--- src/rtl/host_bus_ctrl.sv ---
// Host-bus access controller: synchronizes asynchronous host strobes and turns each host
// access into a single register read or write pulse. It also sequences the 74LVC245 so the bus never contends.
module host_bus_ctrl #(
   parameter int SYNC_STAGES   = 2,
   parameter int MIN_CS_CYCLES = 2,
   parameter int ADDR_WIDTH    = 2
) (
   input  logic                  clk,
   input  logic                  rst,
   input  logic                  hostCsN,
   input  logic                  hostRnw,
   input  logic [ADDR_WIDTH-1:0] hostAddr,
   input  logic [7:0]            inFromBus,
   output logic [7:0]            outToBus,
   output logic                  outputEnable,
   output logic                  xcvrDir,
   output logic                  xcvrOeN,
   output logic [ADDR_WIDTH-1:0] regAddr,
   output logic [7:0]            regWrData,
   output logic                  regWrEn,
   output logic                  regRdEn,
   input  logic [7:0]            regRdData
);

   localparam int CNT_W = $clog2(MIN_CS_CYCLES) + 1;
   localparam logic [CNT_W-1:0] CNT_LAST = CNT_W'(MIN_CS_CYCLES - 1);

   typedef enum logic [2:0] {
      IDLE,
      READ_SETUP,
      READ_DRIVE,
      WRITE_WAIT,
      TURNAROUND
   } busState_t;

   busState_t state, stateNext;

   logic                  csSync   [SYNC_STAGES];
   logic                  rnwSync  [SYNC_STAGES];
   logic [ADDR_WIDTH-1:0] addrSync [SYNC_STAGES];
   logic [7:0]            dataSync [SYNC_STAGES];

   logic                  csS;
   logic                  rnwS;
   logic [ADDR_WIDTH-1:0] addrS;
   logic [7:0]            dataS;
   logic [CNT_W-1:0]      csCount;
   logic                  accept;
   logic                  dirHold;

   // Synchronizer stage boundary: every decision below uses only the *S copies.
   always_ff @(posedge clk) begin
      if (rst) begin
         for (int i = 0; i < SYNC_STAGES; i++) begin
            csSync[i]   <= 1'b1;
            rnwSync[i]  <= 1'b0;
            addrSync[i] <= '0;
            dataSync[i] <= '0;
         end
      end else begin
         csSync[0]   <= hostCsN;
         rnwSync[0]  <= hostRnw;
         addrSync[0] <= hostAddr;
         dataSync[0] <= inFromBus;
         for (int i = 1; i < SYNC_STAGES; i++) begin
            csSync[i]   <= csSync[i-1];
            rnwSync[i]  <= rnwSync[i-1];
            addrSync[i] <= addrSync[i-1];
            dataSync[i] <= dataSync[i-1];
         end
      end
   end

   assign csS   = csSync[SYNC_STAGES-1];
   assign rnwS  = rnwSync[SYNC_STAGES-1];
   assign addrS = addrSync[SYNC_STAGES-1];
   assign dataS = dataSync[SYNC_STAGES-1];

   assign accept = (state == IDLE) && !csS && (csCount == CNT_LAST);

   always_ff @(posedge clk) begin
      if (rst || (state != IDLE) || csS || accept) begin
         csCount <= '0;
      end else begin
         csCount <= csCount + 1'b1;
      end
   end

   always_ff @(posedge clk) begin
      if (rst) begin
         state   <= IDLE;
         dirHold <= 1'b0;
      end else begin
         state   <= stateNext;
         dirHold <= xcvrDir;
      end
   end

   always_comb begin
      stateNext    = state;
      outputEnable = 1'b0;
      xcvrOeN      = 1'b1;
      xcvrDir      = 1'b0;
      regRdEn      = 1'b0;
      case (state)
         IDLE: begin
            if (accept) stateNext = rnwS ? READ_SETUP : WRITE_WAIT;
         end
         READ_SETUP: begin
            xcvrDir   = 1'b1;
            regRdEn   = 1'b1;
            stateNext = csS ? TURNAROUND : READ_DRIVE;
         end
         READ_DRIVE: begin
            outputEnable = 1'b1;
            xcvrOeN      = 1'b0;
            xcvrDir      = 1'b1;
            if (csS) stateNext = TURNAROUND;
         end
         WRITE_WAIT: begin
            xcvrOeN = 1'b0;
            if (csS) stateNext = TURNAROUND;
         end
         TURNAROUND: begin
            // Direction lingers one cycle after the drivers are off, so it never flips under drive.
            xcvrDir   = dirHold;
            stateNext = IDLE;
         end
         default: stateNext = IDLE;
      endcase
   end

   // Capture the accepting sample as well, so a minimum-length write still latches its byte.
   always_ff @(posedge clk) begin
      if (rst) begin
         outToBus  <= '0;
         regAddr   <= '0;
         regWrData <= '0;
         regWrEn   <= 1'b0;
      end else begin
         regWrEn <= (state == WRITE_WAIT) && csS;
         if (accept) regAddr <= addrS;
         if (state == READ_SETUP) outToBus <= regRdData;
         if ((accept && !rnwS) || ((state == WRITE_WAIT) && !csS)) regWrData <= dataS;
      end
   end

endmodule

--- config.mk ---
export PLATFORM = sky130hd
export DESIGN_NAME = host_bus_ctrl
export DESIGN_NICKNAME = d
export VERILOG_FILES = /design/src/rtl/host_bus_ctrl.sv
export SDC_FILE = /design/constraint.sdc
export NUM_CORES = 1
export LEC_CHECK = 0
export BUFFER_PORTS_ARGS = -buffer_cell sky130_fd_sc_hd__buf_2
export CAP_MARGIN = 5
export CORE_ASPECT_RATIO = 2
export CORE_MARGIN = 2
export CORE_UTILIZATION = 48
export CTS_CLUSTER_DIAMETER = 150
export DETAILED_ROUTE_END_ITERATION = 7
export GPL_TIMING_DRIVEN = 1
export HOLD_SLACK_MARGIN = 0.02
export PLACE_DENSITY = 0.79
export SLEW_MARGIN = 20
export SYNTH_ARGS = -nofsm -noshare
export SYNTH_HDL_FRONTEND = slang
export SYNTH_SLANG_ARGS = --single-unit
--- constraint.sdc ---
create_clock -name clk -period 2.95 [get_ports clk]
set_input_delay 0.4425 -clock clk [delete_from_list [all_inputs] [get_ports clk]]
set_output_delay 0.4425 -clock clk [all_outputs]
set_load 0.02 [all_outputs]
# --- Word-level counts from Yosys, hierarchy flattened ---
# Memories as Yosys holds them, arrays and structs flattened. A register that Yosys moved wholly into a read port is not among the register bits.
# Cells that the tools add are included.
totals:
  ff_bits: 15
  ram_bits: 24
  out_inout_bits: 23
  elab_cells: 61
  memories: 4
memory_table:
  columns: ["memory", "words", "width", "read_ports", "rd_clocked_by_memory_dff", "write_ports", "line_no", "rtl"]
  rows:
  - ["dataSync", 2, 8, 2, 1, 2, "41", "logic [7:0] dataSync [SYNC_STAGES];"]
  - ["addrSync", 2, 2, 2, 1, 2, "40", "logic [ADDR_WIDTH-1:0] addrSync [SYNC_STAGES];"]
  - ["csSync", 2, 1, 2, 0, 2, "38", "logic csSync [SYNC_STAGES];"]
  - ["rnwSync", 2, 1, 2, 0, 2, "39", "logic rnwSync [SYNC_STAGES];"]
classes:
  n_addsub: 1
  eq_ne: 7
  n_mux: 20
  bitwise_logic: 8
  reduce_logical: 16
op_table:
  columns: ["op", "count"]
  rows:
  - ["2-to-1 mux 8 bit", 2]
  - ["2-to-1 mux 1 bit", 10]
  - ["2-to-1 mux 3 bit", 3]
  - ["case mux 3 bit (3 select lines)", 1]
  - ["OR 1 bit", 8]
  - ["== test 3 x 2 -> 1 bit (second input constant)", 2]
  - ["2-to-1 mux 2 bit", 3]
  - ["logical AND 1 bit", 5]
  - ["logical OR 1 bit", 4]
  - ["OR reduction 2 bit", 2]
  - ["== test 3 x 1 -> 1 bit (second input constant)", 1]
  - ["== test 3 bit (second input constant)", 1]
  - ["zero test 3 bit", 1]
  - ["nonzero test 3 bit", 1]
  - ["adder 2 x 1 -> 2 bit (second input constant)", 1]
  - ["== test 2 x 1 -> 1 bit (second input constant)", 1]
  - ["zero test 1 bit", 2]
  - ["inequality test 2 x 1 -> 1 bit (second input constant)", 1]
  - ["inequality test 2 bit (second input constant)", 1]
  - ["case mux 1 bit (2 select lines)", 1]
  - ["AND reduction 2 bit", 1]

# --- Logic depth before layout (Yosys ltp) ---
# Gate-level depths: netlist of the first run.
logic_depth:
  ltp_word: 5
  ltp_mapped: 6
  mapped_depth_nobuf: 5

# --- Worst setup path after synthesis of the first run ---
# OpenSTA, ideal clock, no wires.
synth_path:
  path_kind: "reg2out"
  from: "reg state[2]"
  to: "out outputEnable"
  t_arrival_ps: 995
  setup_slack_ps: 1512
  stages_incl_launch_ff: 4
  cell_sequence: "dfxtp_1 buf_6 nand2b_1 nor2_1"
synth_between:
  elab_chain_len: 2
synth_lines:
  columns: ["element", "line_no", "rtl"]
  rows:
  - ["from (decl)", "36", "busState_t state, stateNext;"]
  - ["from (signal assigned)", "94", "state <= stateNext;"]
  - ["== test 3 x 2 -> 1 bit", "105", "case (state)"]
  - ["2-to-1 mux 1 bit", "105", null]
  - ["to (decl)", "15", "output logic outputEnable,"]
# No other way between the ends.

# --- Final worst setup path of the first run ---
layout_path:
  from: "reg state[0]"
  to: "out xcvrDir"
layout_between:
  elab_chain_len: 3
layout_lines:
  columns: ["element", "line_no", "rtl"]
  rows:
  - ["== test 3 x 1 -> 1 bit / == test 3 x 2 -> 1 bit (equally long branches)", "105", null]
  - ["OR reduction 2 bit (no source line)", null, null]
  - ["case mux 1 bit (2 select lines) (*)", "105", null]
  - ["to (decl)", "16", "output logic xcvrDir,"]
# Every way passes the cells marked *; elsewhere a longest branch is shown, timed or not.

==> results.ini, run 1 <==
[run_status]
outcome = finished clean

[clocking]
clockRootBuffer = clkbuf_8
clkLatencyLatePin_ns = 0.30
htree_levels = 2
cts_resized = 0
hold_buffers = 0
cts_tree = built
path_clk_slew_ns = 0.09
cts_buffers = 5
clock_sinks = 49
clk_path_buf_depth = 2
cts_setup_buffers = 0

[floorplan]
ioPinCount = 45
dieArea_um2 = 4190
start_util_pct = 49.3
core_um2 = 3570
rows = 31
chipHeight_um = 89.6
die_x_um = 46.8

[power]
p_leak_nw = 0.896
p_switching_w = 0.000242
seqPwrFrac_pct = 61.7
clkPwrFrac_pct = 33.8
p_comb_share_pct = 4.5
vdd_drop_max_mv = 0.395
power_w = 0.00111
p_per_area_nw_per_um2 = 532
p_int_w = 0.000865
swShare_pct = 21.8

[grt]
grt_pass1_wl_mm = 4.75
antenna_found_initial = 0
grt_max_degree = 45
grt_overflow_total = 0
gr-usage-all-layers_pct = 15.7
grt_pass1_vias = 1156

[finish]
syn_to_final_growth_pct = 18.4
drive_gt1_share_pct = 27.5
antennaDiodeCount = 0
fin_nets = 240
final_cell_area_um2 = 2080
post-route-util_pct = 58.3

[sta]
max_freq_mhz = 523
hold_viol = 0
setup_violations = 0
worstMarginPinSlew_ns = 0.707
report.final.slew_viol_count = 0
worst_slew_margin_rel_pct = 52.7
hold-worst-slack_ns = 0.330
finalSetupTns_ns = 0
finalCritPeriodShare_pct = 64.9
clock_skew_ns = 0.0148
rsz0062_at_grt = no
min_period_ns = 1.91

[drt]
wl_per_cell_um = 10.9
drc = 0
drt_iter0_drc = 29
via_per_inst = 4.82
dr.pass1.iters = 4
routed-via-count = 1288
antenna_left = 0
wl_mm = 2.92

[yosys]
synth.avg_cell_area_um2 = 9.94
synth_commonest_cells = dfxtp_1 (49), nor2b_1 (31), nand3_1 (16)
synth_top_area_cell = dfxtp_1
synth_area_leaders = dfxtp_1 (56%), nor2b_1 (11%), mux2i_1 (5.7%)
synthFlopType = dfxtp_1
synth_cells = 177
synth_top_area_share_pct = 55.8
synth_most_common_cell = dfxtp_1
synth_edf_count = 0
syn_area_um2 = 1760
syn_nets = 200
synthDistinctLibCells = 28
async_flop_share_pct = 0
ys_seq_area_share_pct = 55.8
yosys_warnings = 0
ys_seq_elements = 49

[setup_path]
r2r_start = csCount[0]
startpoint_type = flop
crit_required_ns = 2.51
reg2regPathDepth = 4
crit_arrival_ns = 1.47
path_cells = and3b_1 > o31a_1 > buf_2
rrSetupSlack_ns = 1.34
critical_path_class = flop to output port
r2r_end = regWrData[0]
worstPathMaxFanout = 12
cp_slowest_cell = dfxtp_1
max_stage_delay_ns = 0.54
cp-end-kind = output port

[min_path]
hold_end = csSync[0][0]
hold_start = hostCsN
holdPathStages = 2
hp-class = input port to flop

[placement]
gp_congestion = 0.798
placed_area_um2 = 2000
port_buffers = 44
dp_hpwl_mm = 2.10

[flow_run]
maxCapViolations = 0

[registers in the layout, summed over array words and instances, names as in the netlist]
register   count
rnwSync        2
csSync         2
regWrEn        1
dataSync      16
regAddr        2
dirHold        1
outToBus       8
csCount        2
regWrData      8
state          3
addrSync       4
[power by group through the flow]
stage | logic, W | registers, W | clock network [W]
detailed placement | 0.0000502 | 0.000699 | 0
floorplan | 0.0000297 | 0.000699 | 0
global route | 0.0000562 | 0.000686 | 0.000408
global placement | 0.0000493 | 0.000699 | 0
CTS | 0.0000503 | 0.000683 | 0.000381
finish | 0.0000495 | 0.000683 | 0.000375
[critical path, delay by kind of cell (launching register included)]
family | cells | cell delay (ns)
and+or+nand+nor | 1 | 0.22
buffers and inverters | 1 | 0.16
DFF | 1 | 0.54
AOI/OAI and AO/OA | 1 | 0.24
[cells by family (layout without fill, tap and decap cells)]
kind of cell               after synthesis  after routing  synth area share (%)
AOI/OAI and AO/OA                       12             12                  5.33
adders and majority gates                1              1                 0.711
buffers and inverters                   14             55                  3.70
DFF                                     49             49                  55.8
muxes                                   10             10                  5.69
and+or+nand+nor                         91             91                  28.8
[per-layer routing]
metal / up-vias / share of wire (%) / GRT usage [%]
li1: 668 / - / -
met1: 579 / 41 / 16.2
met2: 36 / 52 / 27.3
met3: 5 / 4.6 / 4.00
met4: 0 / 2.6 / 9.09
met5: - / 0 / 0
[layout make-up]
type                    count  area (um^2)
inverters                   2         7.51
well taps                  49         61.3
clock inverters             3         17.5
multi-input cells         114          718
repair buffers             45          228
fillers                   356         1490
flip-flops and latches     49          981
clock buffers               5         68.8
[placed cells by master (no fill, tap or decap), drive strengths merged, types with 2 or more instances in the layout]
| cell | count |
|---|---|
| nor2 | 14 |
| o2111ai | 8 |
| mux2i | 10 |
| nor2b | 31 |
| nor4b | 2 |
| inv | 2 |
| clkinv | 2 |
| nand3 | 16 |
| a21oi | 2 |
| and2 | 2 |
| nand2 | 14 |
| or2 | 3 |
| clkbuf | 5 |
| buf | 45 |
| nand2b | 2 |
| dfxtp | 49 |
[stage by stage]
| stage | worst slack [ns] | instances |
|---|---|---|
| CTS | 1.02 | 267 |
| global placement | 1.16 | 259 |
| floorplan | 1.51 | 177 |
| global route | 0.947 | 267 |
| finish | 1.04 | 267 |
| detailed placement | 1.14 | 259 |
[worst max path at each step]
| stage | start | to | slack (ns) |
|---|---|---|---|
| floorplan | state[2] | outputEnable | 1.51 |
| global placement | rst | regWrData[6] | 1.16 |
| global route | state[0] | xcvrDir | 0.95 |
| detailed placement | rst | regWrData[0] | 1.14 |
| finish | state[0] | xcvrDir | 1.04 |
| CTS | state[0] | regRdEn | 1.02 |
No activity file was read; power rests on OpenSTA's default activity.
==> run 2, diff against run 1 <==
clock period = 1.9 ns   (was 2.95 ns; I/O delays follow)
==> run 2 against run 1 <==
  * Via count up 1.7%
  * Cell area is 0.96% higher
  * Clock power is 55% higher
  * Sequential cell count did not move
  * Sequential share of layout area down 0.45 points
  * Global-route usage grew 0.95 points
  * Critical path depth unchanged
  * First-iteration DRC count shrank 34%
  * Sequential power grew 55%
  * Wire length increased by 2.6%
  * Worst hold slack worse by 0.17 ns
  * Critical path type unchanged
==> results.ini, run 2 (synthesis gave the netlist of run 1 again) <==
[finish]
top_register = dataSync  ; unchanged
fill_cells = 340  ; was 356
final_common_cell = dfxtp_1  ; unchanged
layout_common_cells = dfxtp_1 (49), buf_2 (44), nor2b_1 (31)  ; unchanged
largest_register_ffs = 16  ; unchanged
post-route-util_pct = 58.9  ; was 58.3%
antennaDiodeCount = 0  ; unchanged
fin_nets = 243  ; was 240
seq_area_um2 = 981  ; unchanged
syn_to_final_growth_pct = 19.5  ; was 18.4%
top_regs = dataSync x16, outToBus x8, regWrData x8  ; unchanged
multi_input_area_um2 = 718  ; unchanged
drive_gt1_share_pct = 27.6  ; was 27.5%

[power]
power_w = 0.00172  ; was 0.00111 W
swShare_pct = 21.4  ; was 21.8%
vdd_drop_max_mv = 0.637  ; was 0.395 mV
p_int_w = 0.00135  ; was 0.000865 W
p_switching_w = 0.000370  ; was 0.000242 W
p_per_area_nw_per_um2 = 820  ; was 532 nW/um^2
seqPwrFrac_pct = 61.6  ; was 61.7%
clkPwrFrac_pct = 33.7  ; was 33.8%
p_comb_share_pct = 4.7  ; was 4.5%
p_leak_nw = 0.905  ; was 0.896 nW

[sta]
hold_viol = 0  ; unchanged
finalSetupTns_ns = 0  ; unchanged
finalCritPeriodShare_pct = 92.8
max_freq_mhz = 567
clock_skew_ns = 0.00152  ; was 0.0148 ns
min_period_ns = 1.76
rsz0062_at_grt = no  ; unchanged
worst_slew_margin_rel_pct = 64.2  ; was 52.7%
worstMarginPinSlew_ns = 0.535  ; was 0.707 ns
setup_violations = 0  ; unchanged
report.final.slew_viol_count = 0  ; unchanged

[clocking]
clockRootBuffer = clkbuf_8  ; unchanged
path_clk_slew_ns = 0.08  ; was 0.09 ns
clk_path_buf_depth = 2  ; unchanged
htree_levels = 2  ; unchanged
cts_setup_buffers = 0  ; unchanged
clkLatencyLatePin_ns = 0.30  ; about the same
cts_tree = built  ; unchanged
cts_resized = 0  ; unchanged
cts_buffers = 5  ; unchanged
hold_buffers = 0  ; unchanged
clock_sinks = 49  ; unchanged

[run_status]
outcome = finished clean  ; unchanged

[drt]
dr.pass1.iters = 4  ; unchanged
wl_per_cell_um = 11.1  ; was 10.9 um
via_per_inst = 4.85  ; was 4.82
routed-via-count = 1310  ; was 1288
antenna_left = 0  ; unchanged
drc = 0  ; unchanged
wl_mm = 3.00  ; was 2.92 mm
drt_iter0_drc = 19  ; was 29

[setup_path]
cp-endpoint = xcvrDir  ; unchanged
startpoint_type = flop  ; unchanged
crit_arrival_ns = 1.48  ; was 1.47 ns
startpoint = state[0]  ; unchanged
cp-end-kind = output port  ; unchanged
crit_required_ns = 1.62  ; was 2.51 ns
worstPathMaxFanout = 12  ; unchanged
reg2regPathDepth = 4  ; unchanged
critical_path_class = flop to output port  ; unchanged
rrSetupSlack_ns = 0.31  ; was 1.34 ns
r2r_end = regWrData[4]  ; was regWrData[0]
r2r_start = csCount[0]  ; unchanged

[flow_run]
maxCapViolations = 0  ; unchanged

[grt]
grt_pass1_wl_mm = 4.85  ; was 4.75 mm
grt_max_degree = 27  ; was 45
grt_overflow_total = 0  ; unchanged
grt_pass1_vias = 1102  ; was 1156
gr-usage-all-layers_pct = 16.7  ; was 15.7%
antenna_found_initial = 0  ; unchanged

[floorplan]
rows = 31  ; unchanged
start_util_pct = 49.3  ; unchanged
die_x_um = 46.8  ; unchanged
dieArea_um2 = 4190  ; unchanged
chipHeight_um = 89.6  ; unchanged
core_um2 = 3570  ; unchanged
ioPinCount = 45  ; unchanged

[min_path]
hp-class = input port to flop  ; unchanged

[placement]
dp_hpwl_mm = 2.18  ; was 2.10 mm
port_buffers = 44  ; unchanged
gp_congestion = 0.730  ; was 0.798

-- run 2: power groups by stage --
stage	combinational, W	sequential, W	clock (W)
2_1_floorplan	0.0000462	0.00109	0
3_3_place_gp	0.0000806	0.00108	0
3_5_place_dp	0.0000825	0.00108	0
4_1_cts	0.0000828	0.00106	0.000602
5_1_grt	0.0000922	0.00106	0.000650
6_report	0.0000816	0.00106	0.000581
-- run 2: worst max-delay path, stage by stage (launching register included) --
cell	delay (ns)
dfxtp_1	0.53
and3b_1	0.22
o31a_1	0.25
buf_2	0.16
-- run 2: worst min path at each step --
stage               cells after the start    startpoint  slack, ns            to
floorplan                               1       hostCsN       0.39  csSync[0][0]
global placement                        1  csSync[0][0]       0.39  csSync[0][1]
detailed placement                      1  csSync[0][0]       0.40  csSync[0][1]
CTS                                     2       hostCsN       0.15  csSync[0][0]
global route                            2       hostCsN       0.14  csSync[0][0]
finish                                  2       hostCsN       0.16  csSync[0][0]
-- run 2: through the flow --
| stage | hold WS [ns] | instances | worst slack (ns) | instance area [um^2] |
|---|---|---|---|---|
| 2_1_floorplan | 0.389 | 177 | 0.530 | 1760 |
| 3_3_place_gp | 0.394 | 262 | 0.394 | 2020 |
| 3_5_place_dp | 0.399 | 262 | 0.325 | 2020 |
| 4_1_cts | 0.150 | 270 | 0.135 | 2100 |
| 5_1_grt | 0.142 | 270 | 0.0463 | 2100 |
| 6_report | 0.161 | 270 | 0.137 | 2100 |
-- run 2: cell type report --
type                       count  share of cell area (%)
tap                           49                    2.92
timing repair buffer          48                    11.9
multi-input combinational    114                    34.2
inverter                       2                   0.357
clock buffer                   7                    3.63
sequential                    49                    46.7
clock inverter                 1                   0.357
-- run 2: layer usage --
metal / wire, um / global-route usage (%) / vias up
li1: - / - / 676
met1: 1140 / 16.7 / 583
met2: 1590 / 27.9 / 45
met3: 194 / 6.00 / 6
met4: 73 / 10.4 / 0
met5: 0 / 0 / -
